## src/rtl/hazard_unit_mc_pkg.sv

```systemverilog
// Shared encodings for the multi-cycle-aware hazard controller:
// E-operand forwarding selects and the multi-cycle execute FSM states.
package hazard_unit_mc_pkg;

    localparam logic [1:0] FWD_RF  = 2'b00;
    localparam logic [1:0] FWD_WB  = 2'b01;
    localparam logic [1:0] FWD_MEM = 2'b10;

    typedef enum logic {
        ST_RUN     = 1'b0,
        ST_MC_WAIT = 1'b1
    } mc_state_t;

endpackage

```

## src/rtl/hazard_unit_mc_fwd_sel.sv

```systemverilog
// Forwarding select for one E-stage operand; the M-stage result wins over W
// because it is the younger write to the same register.
module fwd_sel
    import hazard_unit_mc_pkg::*;
#(
    parameter int REG_AW = 5
) (
    input  logic              en,
    input  logic [REG_AW-1:0] rse,
    input  logic [REG_AW-1:0] rdm,
    input  logic              regwritem,
    input  logic [REG_AW-1:0] rdw,
    input  logic              regwritew,
    output logic [1:0]        fwd
);

    always_comb begin
        fwd = FWD_RF;
        if (en && rse != '0) begin
            if (regwritem && rse == rdm) begin
                fwd = FWD_MEM;
            end else if (regwritew && rse == rdw) begin
                fwd = FWD_WB;
            end
        end
    end

endmodule

```

## src/rtl/hazard_unit_mc.sv

```systemverilog
// Hazard controller for the 5-stage RV32 pipeline: forwarding, load-use / RAW
// stalls, branch flush, multi-cycle execute stall FSM, data-memory wait stall.
module hazard_unit_mc
    import hazard_unit_mc_pkg::*;
#(
    parameter int REG_AW = 5,
    parameter int FWD_EN = 1,
    parameter int PERF_W = 32
) (
    input  logic              clk,
    input  logic              rst_n,
    input  logic [REG_AW-1:0] rs1d,
    input  logic [REG_AW-1:0] rs2d,
    input  logic [REG_AW-1:0] rs1e,
    input  logic [REG_AW-1:0] rs2e,
    input  logic [REG_AW-1:0] rde,
    input  logic              regwritee,
    input  logic              resultsrce0,
    input  logic              pcsrce,
    input  logic              mc_start_e,
    input  logic              mc_done,
    input  logic              regwritem,
    input  logic [REG_AW-1:0] rdm,
    input  logic              dmem_req_m,
    input  logic              dmem_ready_m,
    input  logic              regwritew,
    input  logic [REG_AW-1:0] rdw,
    input  logic              perf_clr,
    output logic              stallf,
    output logic              stalld,
    output logic              stalle,
    output logic              stallm,
    output logic              flushd,
    output logic              flushe,
    output logic              flushm,
    output logic              flushw,
    output logic [1:0]        forwardae,
    output logic [1:0]        forwardbe,
    output logic              mc_busy,
    output logic [PERF_W-1:0] perf_stall,
    output logic [PERF_W-1:0] perf_flush
);

    localparam bit FWD_ON = (FWD_EN != 0);

    mc_state_t state, state_n;
    logic memstall, mcstall, lwstall, rawstall, dstall, branch;
    logic dep1, dep2;

    assign memstall = dmem_req_m & ~dmem_ready_m;
    assign mcstall  = ((state == ST_RUN & mc_start_e) | (state == ST_MC_WAIT)) & ~mc_done & ~memstall;
    assign lwstall  = resultsrce0 & (rde != '0) & ((rs1d == rde) | (rs2d == rde));

    // Without forwarding every in-flight writer of a D source must drain first.
    assign dep1 = (rs1d != '0) & ((regwritee & (rs1d == rde)) | (regwritem & (rs1d == rdm)) |
                                  (regwritew & (rs1d == rdw)));
    assign dep2 = (rs2d != '0) & ((regwritee & (rs2d == rde)) | (regwritem & (rs2d == rdm)) |
                                  (regwritew & (rs2d == rdw)));
    assign rawstall = lwstall | dep1 | dep2;

    assign dstall = (FWD_ON ? lwstall : rawstall) & ~memstall & ~mcstall;
    assign branch = pcsrce & ~memstall & ~mcstall;
    assign mc_busy = (state == ST_MC_WAIT);

    always_comb begin
        state_n = state;
        if (!memstall) begin
            case (state)
                ST_RUN:     if (mc_start_e && !mc_done) state_n = ST_MC_WAIT;
                ST_MC_WAIT: if (mc_done) state_n = ST_RUN;
                default:    state_n = ST_RUN;
            endcase
        end
    end

    always_ff @(posedge clk) begin
        if (!rst_n) state <= ST_RUN;
        else        state <= state_n;
    end

    always_comb begin
        stallf = 1'b0;
        stalld = 1'b0;
        stalle = 1'b0;
        stallm = 1'b0;
        flushd = 1'b0;
        flushe = 1'b0;
        flushm = 1'b0;
        flushw = 1'b0;
        if (!rst_n) begin
            flushd = 1'b1;
            flushe = 1'b1;
            flushm = 1'b1;
            flushw = 1'b1;
        end else if (memstall) begin
            stallf = 1'b1;
            stalld = 1'b1;
            stalle = 1'b1;
            stallm = 1'b1;
            flushw = 1'b1;
        end else begin
            if (mcstall) begin
                stallf = 1'b1;
                stalld = 1'b1;
                stalle = 1'b1;
                flushm = 1'b1;
            end else if (dstall) begin
                stallf = 1'b1;
                stalld = 1'b1;
                flushe = 1'b1;
            end
            if (branch) begin
                flushd = 1'b1;
                flushe = 1'b1;
            end
        end
    end

    fwd_sel #(.REG_AW(REG_AW)) u_fwd_a (
        .en(FWD_ON & rst_n), .rse(rs1e), .rdm(rdm), .regwritem(regwritem),
        .rdw(rdw), .regwritew(regwritew), .fwd(forwardae)
    );

    fwd_sel #(.REG_AW(REG_AW)) u_fwd_b (
        .en(FWD_ON & rst_n), .rse(rs2e), .rdm(rdm), .regwritem(regwritem),
        .rdw(rdw), .regwritew(regwritew), .fwd(forwardbe)
    );

    // Saturating counters; a clear in the same cycle as an event wins.
    always_ff @(posedge clk) begin
        if (!rst_n || perf_clr) begin
            perf_stall <= '0;
            perf_flush <= '0;
        end else begin
            if (stallf && perf_stall != '1) perf_stall <= perf_stall + PERF_W'(1);
            if (branch && perf_flush != '1) perf_flush <= perf_flush + PERF_W'(1);
        end
    end

endmodule

```

## config.mk

```make
export PLATFORM = sky130hd
export DESIGN_NAME = hazard_unit_mc
export DESIGN_NICKNAME = d
export VERILOG_FILES = /design/src/rtl/hazard_unit_mc_pkg.sv /design/src/rtl/hazard_unit_mc_fwd_sel.sv /design/src/rtl/hazard_unit_mc.sv
export SDC_FILE = /design/constraint.sdc
export NUM_CORES = 1
export LEC_CHECK = 0
export CORE_MARGIN = 2
export CORE_UTILIZATION = 40
export CTS_CLUSTER_DIAMETER = 100
export DETAILED_ROUTE_END_ITERATION = 8
export PLACE_DENSITY_LB_ADDON = 0.1
export SETUP_SLACK_MARGIN = 0.3
export SLEW_MARGIN = 20
export SYNTH_ARGS = -nofsm -noshare
export SYNTH_HDL_FRONTEND = slang
export SYNTH_SLANG_ARGS = --single-unit
```

## constraint.sdc

```tcl
create_clock -name clk -period 3.3 [get_ports clk]
set_input_delay 0.66 -clock clk [delete_from_list [all_inputs] [get_ports clk]]
set_output_delay 0.66 -clock clk [all_outputs]
set_load 0.05 [all_outputs]
```

==> After elaboration in Yosys (flattened, before gate mapping) <==
Index checks and enable logic that the tools add are counted.
{ "totals": {"reg_bits": 65, "inputBits": 47, "word_cells": 73} }
{ "classes": {"add_sub_neg": 2, "eq_ne": 8, "n_mux": 28, "bitwise": 17, "reduce_logical": 15} }
{ "op_table": {"columns": ["op", "n"], "rows": [
  ["$add 32x1->32 const B", 2],
  ["$ne 32x32->1 const B", 2],
  ["$eq 5x5->1", 6],
  ["$mux 1", 23],
  ["$reduce_bool 5->1", 3],
  ["$and 1x1->1", 10],
  ["$logic_and 1x1->1", 9],
  ["$mux 2", 4],
  ["$not 1->1", 5],
  ["$logic_not 1->1", 2],
  ["$or 1x1->1", 2],
  ["$pmux 1 s2", 1],
  ["$logic_or 1x1->1", 1]
]} }

==> Longest topological paths before layout <==
Gate-level depths: netlist of run 1.
{ "depth": {"word_depth": 12, "mapped_depth": 9} }

==> By module <==
From an unflattened synthesis of run 1, not the netlist that was laid out.
{ "unflattened": {"hier_cells": 435, "area_unflattened_um2": 3542.1} }
{ "by_module_without_submodules": {"columns": ["mod", "instances", "cells_per_inst", "area_per_inst_um2", "seq_area_each_um2"], "rows": [
  ["hazard_unit_mc", 1, 399, 3266.9, 1301.2],
  ["fwd_sel", 2, 18, 137.6, 0.0]
]} }

==> Worst setup path before layout of run 1 <==
Ideal clock, no wire load.
{ "synth_timing": {"path_type": "input port to output port", "startpoint": "in rde[4]", "endpoint": "out stallf", "t_arrival_ps": 2626, "path_slack_ps": 14, "stages": 9, "n_path_buf": 4, "path_cell_list": "xnor2_1 -> nand3_1 -> o22ai_2 -> a21oi_1 -> buf_4 -> buf_6 -> buf_6 -> nor2_1 -> buf_4"} }
{ "synth_via": {"elab_chain_len": 9, "word_cells_on_any_way": 12} }
{ "synth_rtl": {"columns": ["item", "line_no", "source"], "rows": [
  ["from (decl)", "hazard_unit_mc.sv:16", "input logic [REG_AW-1:0] rde,"],
  ["$eq 5x5->1 or $reduce_bool 5->1 (tied branches)", null, null],
  ["$or 1x1->1 or $and 1x1->1 (tied branches)", "hazard_unit_mc.sv:52", "assign lwstall = resultsrce0 & (rde != '0) & ((rs1d == rde) | (rs2d == rde));"],
  ["$and 1x1->1 (*)", "hazard_unit_mc.sv:52", null],
  ["$and 1x1->1 (*) (2 in a row)", "hazard_unit_mc.sv:61", "assign dstall = (FWD_ON ? lwstall : rawstall) & ~memstall & ~mcstall;"],
  ["$mux 1 (*) (4 in a row)", null, null],
  ["to (decl)", "hazard_unit_mc.sv:29", "output logic stallf,"]
]} }
Every way passes the cells marked *; elsewhere a longest branch is shown, timed or not.

==> Final worst setup path of run 1 <==
{ "layout_timing": {"startpoint": "in rde[4]", "endpoint": "out stalld"} }
{ "layout_via": {"elab_chain_len": 9, "word_cells_on_any_way": 12} }
{ "layout_rtl": {"columns": ["item", "line_no", "source"], "rows": [
  ["$eq 5x5->1 or $reduce_bool 5->1 (tied branches)", null, null],
  ["$or 1x1->1 or $and 1x1->1 (tied branches)", "hazard_unit_mc.sv:52", null],
  ["$and 1x1->1 (*)", "hazard_unit_mc.sv:52", null],
  ["$and 1x1->1 (*) (2 in a row)", "hazard_unit_mc.sv:61", null],
  ["$mux 1 (*)", "hazard_unit_mc.sv:107", "end else if (dstall) begin"],
  ["$mux 1 (*)", "hazard_unit_mc.sv:102", "if (mcstall) begin"],
  ["$mux 1 (*)", "hazard_unit_mc.sv:95", "end else if (memstall) begin"],
  ["$mux 1 (*)", "hazard_unit_mc.sv:90", "if (!rst_n) begin"],
  ["to (decl)", "hazard_unit_mc.sv:30", "output logic stalld,"]
]} }
Marks and branches as above.

==> impl_results.md, run 1 <==
* Synth Register Bits at 65
* Simple-gate area share of the yosys netlist at 0.3463
* GR Overflow Total at 0
* Worst Setup Start Kind: input pin
* Setup-failing EPs final at 0
* Most common cell in the synthesized netlist: dfxtp_1
* Clock tree buffer depth at 2
* RD Place Congestion at 0.8472
* Gr usage total at 0.2073
* DR WL/cell at 14.98 um
* Area Growth Syn to Fin at 41.68%
* Layout cells sized above 1 at 0.09639
* Critical-path top delay cell: clkdlybuf4s50_1
* Synthesized net count at around 510
* Synth unique cells at 49
* Final min period at 2.913 ns
* WL final at 10640 um
* Die Span Y at 101.4 um
* Status: complete, no violations
* Share of synthesized registers carrying an async set or reset at 0
* Fmax at 343.3 MHz
* Seq/Total Area, Yosys at 0.3427
* Arr. time, crit path at 2.25 ns
* CTS Buf Count at 9
* Most area-consuming cells after synthesis: dfxtp_1 (34%), xor2_1 (8.5%), xnor2_1 (4.8%)
* Die area at between 0.01 and 0.015 sq mm
* Main synth FF type: dfxtp_1
* First-pass GRT wire length at between 15000 and 20000 um
* Fillers at 872
* # rows at 35
* Cell area after synthesis at 0.003797 sq mm
* Core ar. at 0.009240 sq mm
* Worst slew pin tran at 0.6090 ns
* Mux contribution to synthesized area at 0.005272
* Largest net degree at the start of global routing at 47
* Final core occ at 0.5823
* Relative slew slack at 0.5906
* Cell-by-cell trace of the critical path: clkdlybuf4s50_1 > or4_1 > o21a_1 > a21oi_2 > nor2_4 > buf_4
* RSZ-0062 raised after global routing: yes
* I/O pin total at 124
* Vias/cell at 5.431
* EDFF count, synth at 0
* Worst vdd ir at 0.2128 mV
* Most frequent cells after synthesis: dfxtp_1 (65), nor2_1 (46), xor2_1 (37)
* Post-synthesis cell count at 458
* Worst setup path class: in -> out
* Static Leak at between 1.5 and 2 nW
* Largest family of logic cells by synthesized area: simple AND/OR/NAND/NOR gates
* Initial antenna violation count at 0
* Post-synthesis compound-gate area fraction at 0.1262
* Post-DRT Antenna Nets at 0
* Fin. Hold Viols at 0
* Skew-Pair Late Insertion Delay at about 0.34 ns
* H-tree depth at 3
* Final Skew at 0.01361 ns
* Root Driver: clkbuf_8
* Drt pass-1 iters at 4
* Largest area contributor in the netlist: dfxtp_1
* Slowest Stage Delay on Critical Path at 0.47 ns
* Share of the synthesized area in the top cell type at 0.3427
* Clock sink total at 65
* Synth Area in XOR/XNOR at 0.1338
* Vias in the first global route at 3698
* Post-Synth Adder-Cell Area at 0.006590
* Final period util at 0.8826
* Detailed Place HPWL at just under 8000 um
* Setup Buffers After CTS at 0
* Crit path max fanout at 3
* Die Wd at 101.4 um
* WP data required at 2.64 ns
* Setup_tns at 0 ns
* HP Class: reg -> reg
* Final Max Slew Viols at 0
* DR vias at 3856
* Starting Density at 0.4110
* Fin Hold WS at approximately 0.5 ns
* Crit end category: output port
* CTS clock-pin slew for the worst setup and hold paths at 0.08 ns
* Drc violations at 0
* CTS tree: built
* Cts hold-fix bufs at 0
* Syn Area/Cell at 8.291 sq um
* YS warnings at 0
* PortBufs at between 100 and 150
* Nets@finish at 625
* DRT iter0 DRCs at 152
* Pwr/cell area at 312.7 mW/mm^2
* MaxCap Viol Count at 0
* Diodes inserted at 0
## per-layer routing
layer,up-vias,wire length (um),global-route usage
met5,-,0,0
met4,0,141,0.06653
met3,14,478,0.04141
met2,100,5197,0.3566
met1,1816,4821,0.2607
li1,1926,-,-
## flip-flops by register name (all words and copies together), names as in the netlist
signal and count:
perf_flush 32, perf_stall 32, mc_busy 1
## through the flow
stage / power, W / worst slack [ns] / instance area, sq um / std cells
after floorplan: 0.0009323 / 0.3117 / 3805 / 458
after global placement: 0.001038 / 0.2797 / 5177 / 694
after detailed placement: 0.001041 / 0.2337 / 5177 / 694
after CTS: 0.001699 / 0.3380 / 5366 / 710
after global routing: 0.001744 / 0.3109 / 5380 / 710
final: 0.001683 / 0.3875 / 5380 / 710
## kinds of logic after synthesis
kind of cell / after synthesis
compound gates: 78
xor+xnor: 58
fa+ha+maj: 2
buf+inv: 30
flops: 65
mux: 2
simple gates: 223
## placed cells by master, fill, tap and decap left out, drive strengths merged, types with 3 or more instances in the layout
| master | synthesis | routed |
|---|---|---|
| o31ai | 20 | 20 |
| nand4b | 5 | 5 |
| and4 | 3 | 3 |
| and3 | 12 | 12 |
| or4 | 24 | 24 |
| nand4 | 29 | 29 |
| dlygate4sd2 | 0 | 3 |
| nor2 | 46 | 46 |
| clkdlybuf4s50 | 0 | 108 |
| or3 | 14 | 14 |
| nand2 | 32 | 32 |
| dfxtp | 65 | 65 |
| o21ai | 15 | 15 |
| nor3 | 7 | 7 |
| a21oi | 34 | 34 |
| buf | 10 | 17 |
| xor2 | 37 | 37 |
| xnor2 | 21 | 21 |
| nor4 | 10 | 10 |
| inv | 8 | 8 |
| and2 | 3 | 3 |
| nand2b | 5 | 5 |
| clkinv | 0 | 3 |
| nand3 | 28 | 28 |
| clkbuf | 12 | 11 |
## what timing repair did
| action | in CTS | in global routing |
|---|---|---|
| gates cloned | 0 | 0 |
| gates resized for setup | 4 | 3 |
| setup endpoints to repair | 4 | 3 |
| pin swaps | 2 | 0 |
## path summary, 6_finish.rpt
path,slack [ns],endpoint,cells past startpoint,start
setup / recovery,0.39,stalld,6,rde[4]
hold / removal,0.50,perf_stall[8],2,perf_stall[8]
setup reg to reg,0.74,perf_flush[2],7,perf_flush[0]
hold reg to reg,0.50,perf_stall[8],2,perf_stall[8]
## layout make-up
class	count	area, sq um	area share
multi-input combinational	363	2377	0.4419
timing repair buffer	129	1323	0.2458
sequential	65	1301	0.2419
tap	129	161.4	0.03000
clock buffer	11	131.4	0.02442
clock inverter	5	56.30	0.01047
inverter	8	30.03	0.005581
## worst max-delay path: cells and delay by family
kind,cells,cell delay [ns]
buffers and inverters,2,0.66
and+or+nand+nor,2,0.47
AOI/OAI and AO/OA,2,0.47
## power by group
group	leakage [nW]	total [W]	switching, W	internal (W)
Sequential	0.524	0.000788	0.00000236	0.000786
Combinational	1.13	0.000236	0.000129	0.000106
Clock	0.0933	0.000659	0.000310	0.000348
Total	1.74	0.00168	0.000442	0.00124
(Power assumes the default switching activity.)
==> inputs of run 2 (changes only) <==
--- a/config.mk
+++ b/config.mk
@@ -5,6 +5,7 @@
 export SDC_FILE = /design/constraint.sdc
 export NUM_CORES = 1
 export LEC_CHECK = 0
+export ABC_AREA = 1
 export CORE_MARGIN = 2
 export CORE_UTILIZATION = 40
 export CTS_CLUSTER_DIAMETER = 100
==> run 2 against run 1 <==
Net effect:
- wire length increased by 30%
- largest cell class unchanged
- cell count up 45%
- sequential cell count stayed put
- global-route usage grew 1.9 points
- critical path depth shrank 1
- critical path type unchanged
==> impl_results.md, run 2 <==
* Largest net degree at the start of global routing at 50 (was 47)
* Skew-Pair Late Insertion Delay at 0.34 ns (about the same)
* Most common cell after layout, fill and taps aside: nand2_1 (was clkdlybuf4s50_1)
* Setup Buffers After CTS at 0 (unchanged)
* Setup_tns at 0 ns (unchanged)
* Relative slew slack at 0.5751 (was 0.5906)
* Worst vdd ir at 0.2626 mV (was 0.2128 mV)
* Detailed Place HPWL at 10510 um (was 7761 um)
* Fin. Hold Viols at 0 (unchanged)
* Vias in the first global route at 4918 (was 3698)
* Critical-path top delay cell: clkdlybuf4s50_1 (unchanged)
* Initial antenna violation count at 0 (unchanged)
* Largest area contributor in the netlist: dfxtp_1 (unchanged)
* Diodes inserted at 0 (unchanged)
* RSZ-0062 raised after global routing: yes (unchanged)
* Syn Area/Cell at 5.973 sq um (was 8.291 sq um)
* Slowest Stage Delay on Critical Path at 0.62 ns (was 0.47 ns)
* Footprint of the multi-input gates at 0.002904 sq mm (was 0.002377 sq mm)
* GR Overflow Total at 0 (unchanged)
* Clock tree buffer depth at 2 (unchanged)
* Share of synthesized registers carrying an async set or reset at 0 (unchanged)
* Status: complete, no violations (unchanged)
* Main synth FF type: dfxtp_1 (unchanged)
* Static Leak at 2.260 nW (was 1.744 nW)
* Root Driver: clkbuf_16 (was clkbuf_8)
* Gr usage total at 0.2260 (was 0.2073)
* Cell-by-cell trace of the critical path: clkdlybuf4s50_1 > o21ai_0 > nor4_1 > nor3b_1 > buf_12 (was clkdlybuf4s50_1 > or4_1 > o21a_1 > a21oi_2 > nor2_4 > buf_4)
* WP data required at 2.64 ns (about the same)
* Worst setup path class: in -> out (unchanged)
* Post-synthesis cell count at 764 (was 458)
* Fin Hold WS at 0.4930 ns (was 0.5032 ns)
* Synth unique cells at 37 (was 49)
* DR vias at 5210 (was 3856)
* Hold_sp: perf_flush[4] (was perf_stall[8])
* Die Span Y at 110.8 um (was 101.4 um)
* Nets@finish at 931 (was 625)
* Most area-consuming cells after synthesis: dfxtp_1 (29%), nand2_1 (22%), nor2_1 (8.6%) (was dfxtp_1 (34%), xor2_1 (8.5%), xnor2_1 (4.8%))
* H-tree depth at 3 (unchanged)
* Final period util at 0.8868 (was 0.8826)
* Vias/cell at 5.058 (was 5.431)
* Die area at 0.01228 sq mm (was 0.01029 sq mm)
* CTS clock-pin slew for the worst setup and hold paths at 0.06 ns (was 0.08 ns)
* Worst setup path startpoint: rst_n (was rde[4])
* Final Max Slew Viols at 0 (unchanged)
* Starting Density at 0.4048 (was 0.4110)
* RD Place Congestion at 0.9380 (was 0.8472)
* Die Wd at 110.8 um (was 101.4 um)
* Clock sink total at 65 (unchanged)
* PortBufs at 122 (unchanged)
* Routed met2 length at 6979 um (was 5197 um)
* Overall power at 0.002156 W (was 0.001683 W)
* Design Area, Final at 0.006305 sq mm (was 0.005380 sq mm)
* YS warnings at 0 (unchanged)
* I/O pin total at 124 (unchanged)
* # rows at 39 (was 35)
* HP Class: reg -> reg (unchanged)
* CTS tree: built (unchanged)
* Share of the synthesized area in the top cell type at 0.2852 (was 0.3427)
* Crit end category: output port (unchanged)
* Core ar. at 0.01127 sq mm (was 0.009240 sq mm)
* Most frequent cells in the layout: nand2_1 (265), clkdlybuf4s50_1 (112), nor2_1 (104) (was clkdlybuf4s50_1 (108), dfxtp_1 (65), nor2_1 (45))
* Fillers at 1129 (was 872)
* Critical path's top delay family: buffers and inverters (unchanged)
* MaxCap Viol Count at 0 (unchanged)
* Final Skew at 0.008674 ns (was 0.01361 ns)
* EDFF count, synth at 0 (unchanged)
* Pwr/cell area at 342.0 mW/mm^2 (was 312.7 mW/mm^2)
* Cell area after synthesis at 0.004563 sq mm (was 0.003797 sq mm)
* Max Used Layer: met4 (unchanged)
* Cts hold-fix bufs at 0 (unchanged)
* Worst r2r src: perf_stall[0] (was perf_flush[0])
* Met1 WL at 5823 um (was 4821 um)
* Drt pass-1 iters at 7 (was 4)
* Layout cells sized above 1 at 0.06201 (was 0.09639)
* Drc violations at 0 (unchanged)
* DRT iter0 DRCs at 311 (was 152)
* Arr. time, crit path at 2.27 ns (was 2.25 ns)
* CTS Buf Count at 9 (unchanged)
* Post-DRT Antenna Nets at 0 (unchanged)
* Synth Register Bits at 65 (unchanged)
* Setup-failing EPs final at 0 (unchanged)
* Register Area at 0.001301 sq mm (unchanged)
* First-pass GRT wire length at 23050 um (was 17520 um)
* Placed instance area at 0.005954 sq mm (was 0.005177 sq mm)
* Buffers & Inverters on Critical Path at 2 (unchanged)
* Fmax at 341.7 MHz (was 343.3 MHz)
* WL final at 13790 um (was 10640 um)
* Crit path max fanout at 7 (was 3)
* Most frequent cells after synthesis: nand2_1 (265), nor2_1 (105), dfxtp_1 (65) (was dfxtp_1 (65), nor2_1 (46), xor2_1 (37))
* Pre-CTS WS at 0.3865 ns (was 0.2337 ns)
* Worst Setup Start Kind: input pin (unchanged)
* Area Growth Syn to Fin at 38.17% (was 41.68%)
* Final min period at 2.926 ns (was 2.913 ns)
* Worst setup margin at 0.3737 ns (was 0.3875 ns)
* Seq/Total Area, Yosys at 0.2852 (was 0.3427)
* Synthesized net count at 813 (was 507)
* Most common cell in the synthesized netlist: nand2_1 (was dfxtp_1)
* Met3 routed WL at 586 um (was 478 um)
* DR WL/cell at 13.39 um (was 14.98 um)
* Worst slew pin tran at 0.6325 ns (was 0.6090 ns)
[run 2: changes by cell type after synthesis, moves of 14 or more]
cell / change
a21oi_1: +22
inv_1: +51
nand2_1: +233
nand3_1: +29
nand4_1: -17
nor2_1: +59
nor3_1: +18
o31ai_1: -20
or3_1: -14
or4_1: -24
[run 2: cells by family after synthesis]
family / Yosys count / synth area share
xor gates and xnor gates: 41 / 0.07869
buffers and inverters: 87 / 0.08034
AOI/OAI and AO/OA: 77 / 0.08884
and+or+nand+nor: 492 / 0.4615
adders and majority gates: 2 / 0.005483
DFF: 65 / 0.2852
[run 2: path summary, 6_finish.rpt]
| check | end | slack, ns | cells after the start |
|---|---|---|---|
| worst max-delay path | forwardae[0] | 0.37 | 5 |
| worst min-delay path | perf_flush[4] | 0.49 | 2 |
| worst max register to register | perf_stall[8] | 0.87 | 9 |
| worst min register to register | perf_flush[4] | 0.49 | 2 |
[run 2: final cells by class]
class	count	area share
multi-input combinational	612	0.4606
clock inverter	7	0.01885
tap	143	0.02838
clock buffer	9	0.03572
inverter	66	0.03929
timing repair buffer	128	0.2108
sequential	65	0.2064
[run 2: tightest hold or removal path: cells and delay by family, from the launching register on]
| kind | cells | cell delay [ns] |
|---|---|---|
| compound gates | 1 | 0.05 |
| buf+inv | 1 | 0.06 |
| flops | 1 | 0.34 |
[run 2: repair_timing]
action | CTS | global route
gates resized for setup | 0 | 1
endpoints found under the hold margin | 0 | 0
endpoints found under the setup margin | 0 | 2
[run 2: layer usage]
layer | vias up | GRT usage
met3 | 27 | 0.03171
met5 | - | 0
met2 | 143 | 0.4082
li1 | 2680 | -
met1 | 2360 | 0.2626
met4 | 0 | 0.1058
[run 2: metrics by stage]
step             util  instances
6_report       0.5593       1030
5_1_grt        0.5593       1030
4_1_cts        0.5588       1030
3_5_place_dp   0.5283       1014
3_3_place_gp   0.5283       1014
2_1_floorplan       -        764
[run 2: power by group]
part           internal [W]  total, W  switching (W)  leakage (nW)
logic              0.000105  0.000252       0.000147          1.57
clock network      0.000737   0.00111       0.000377         0.162
registers          0.000787  0.000790     0.00000256         0.524
total               0.00163   0.00216       0.000527          2.26
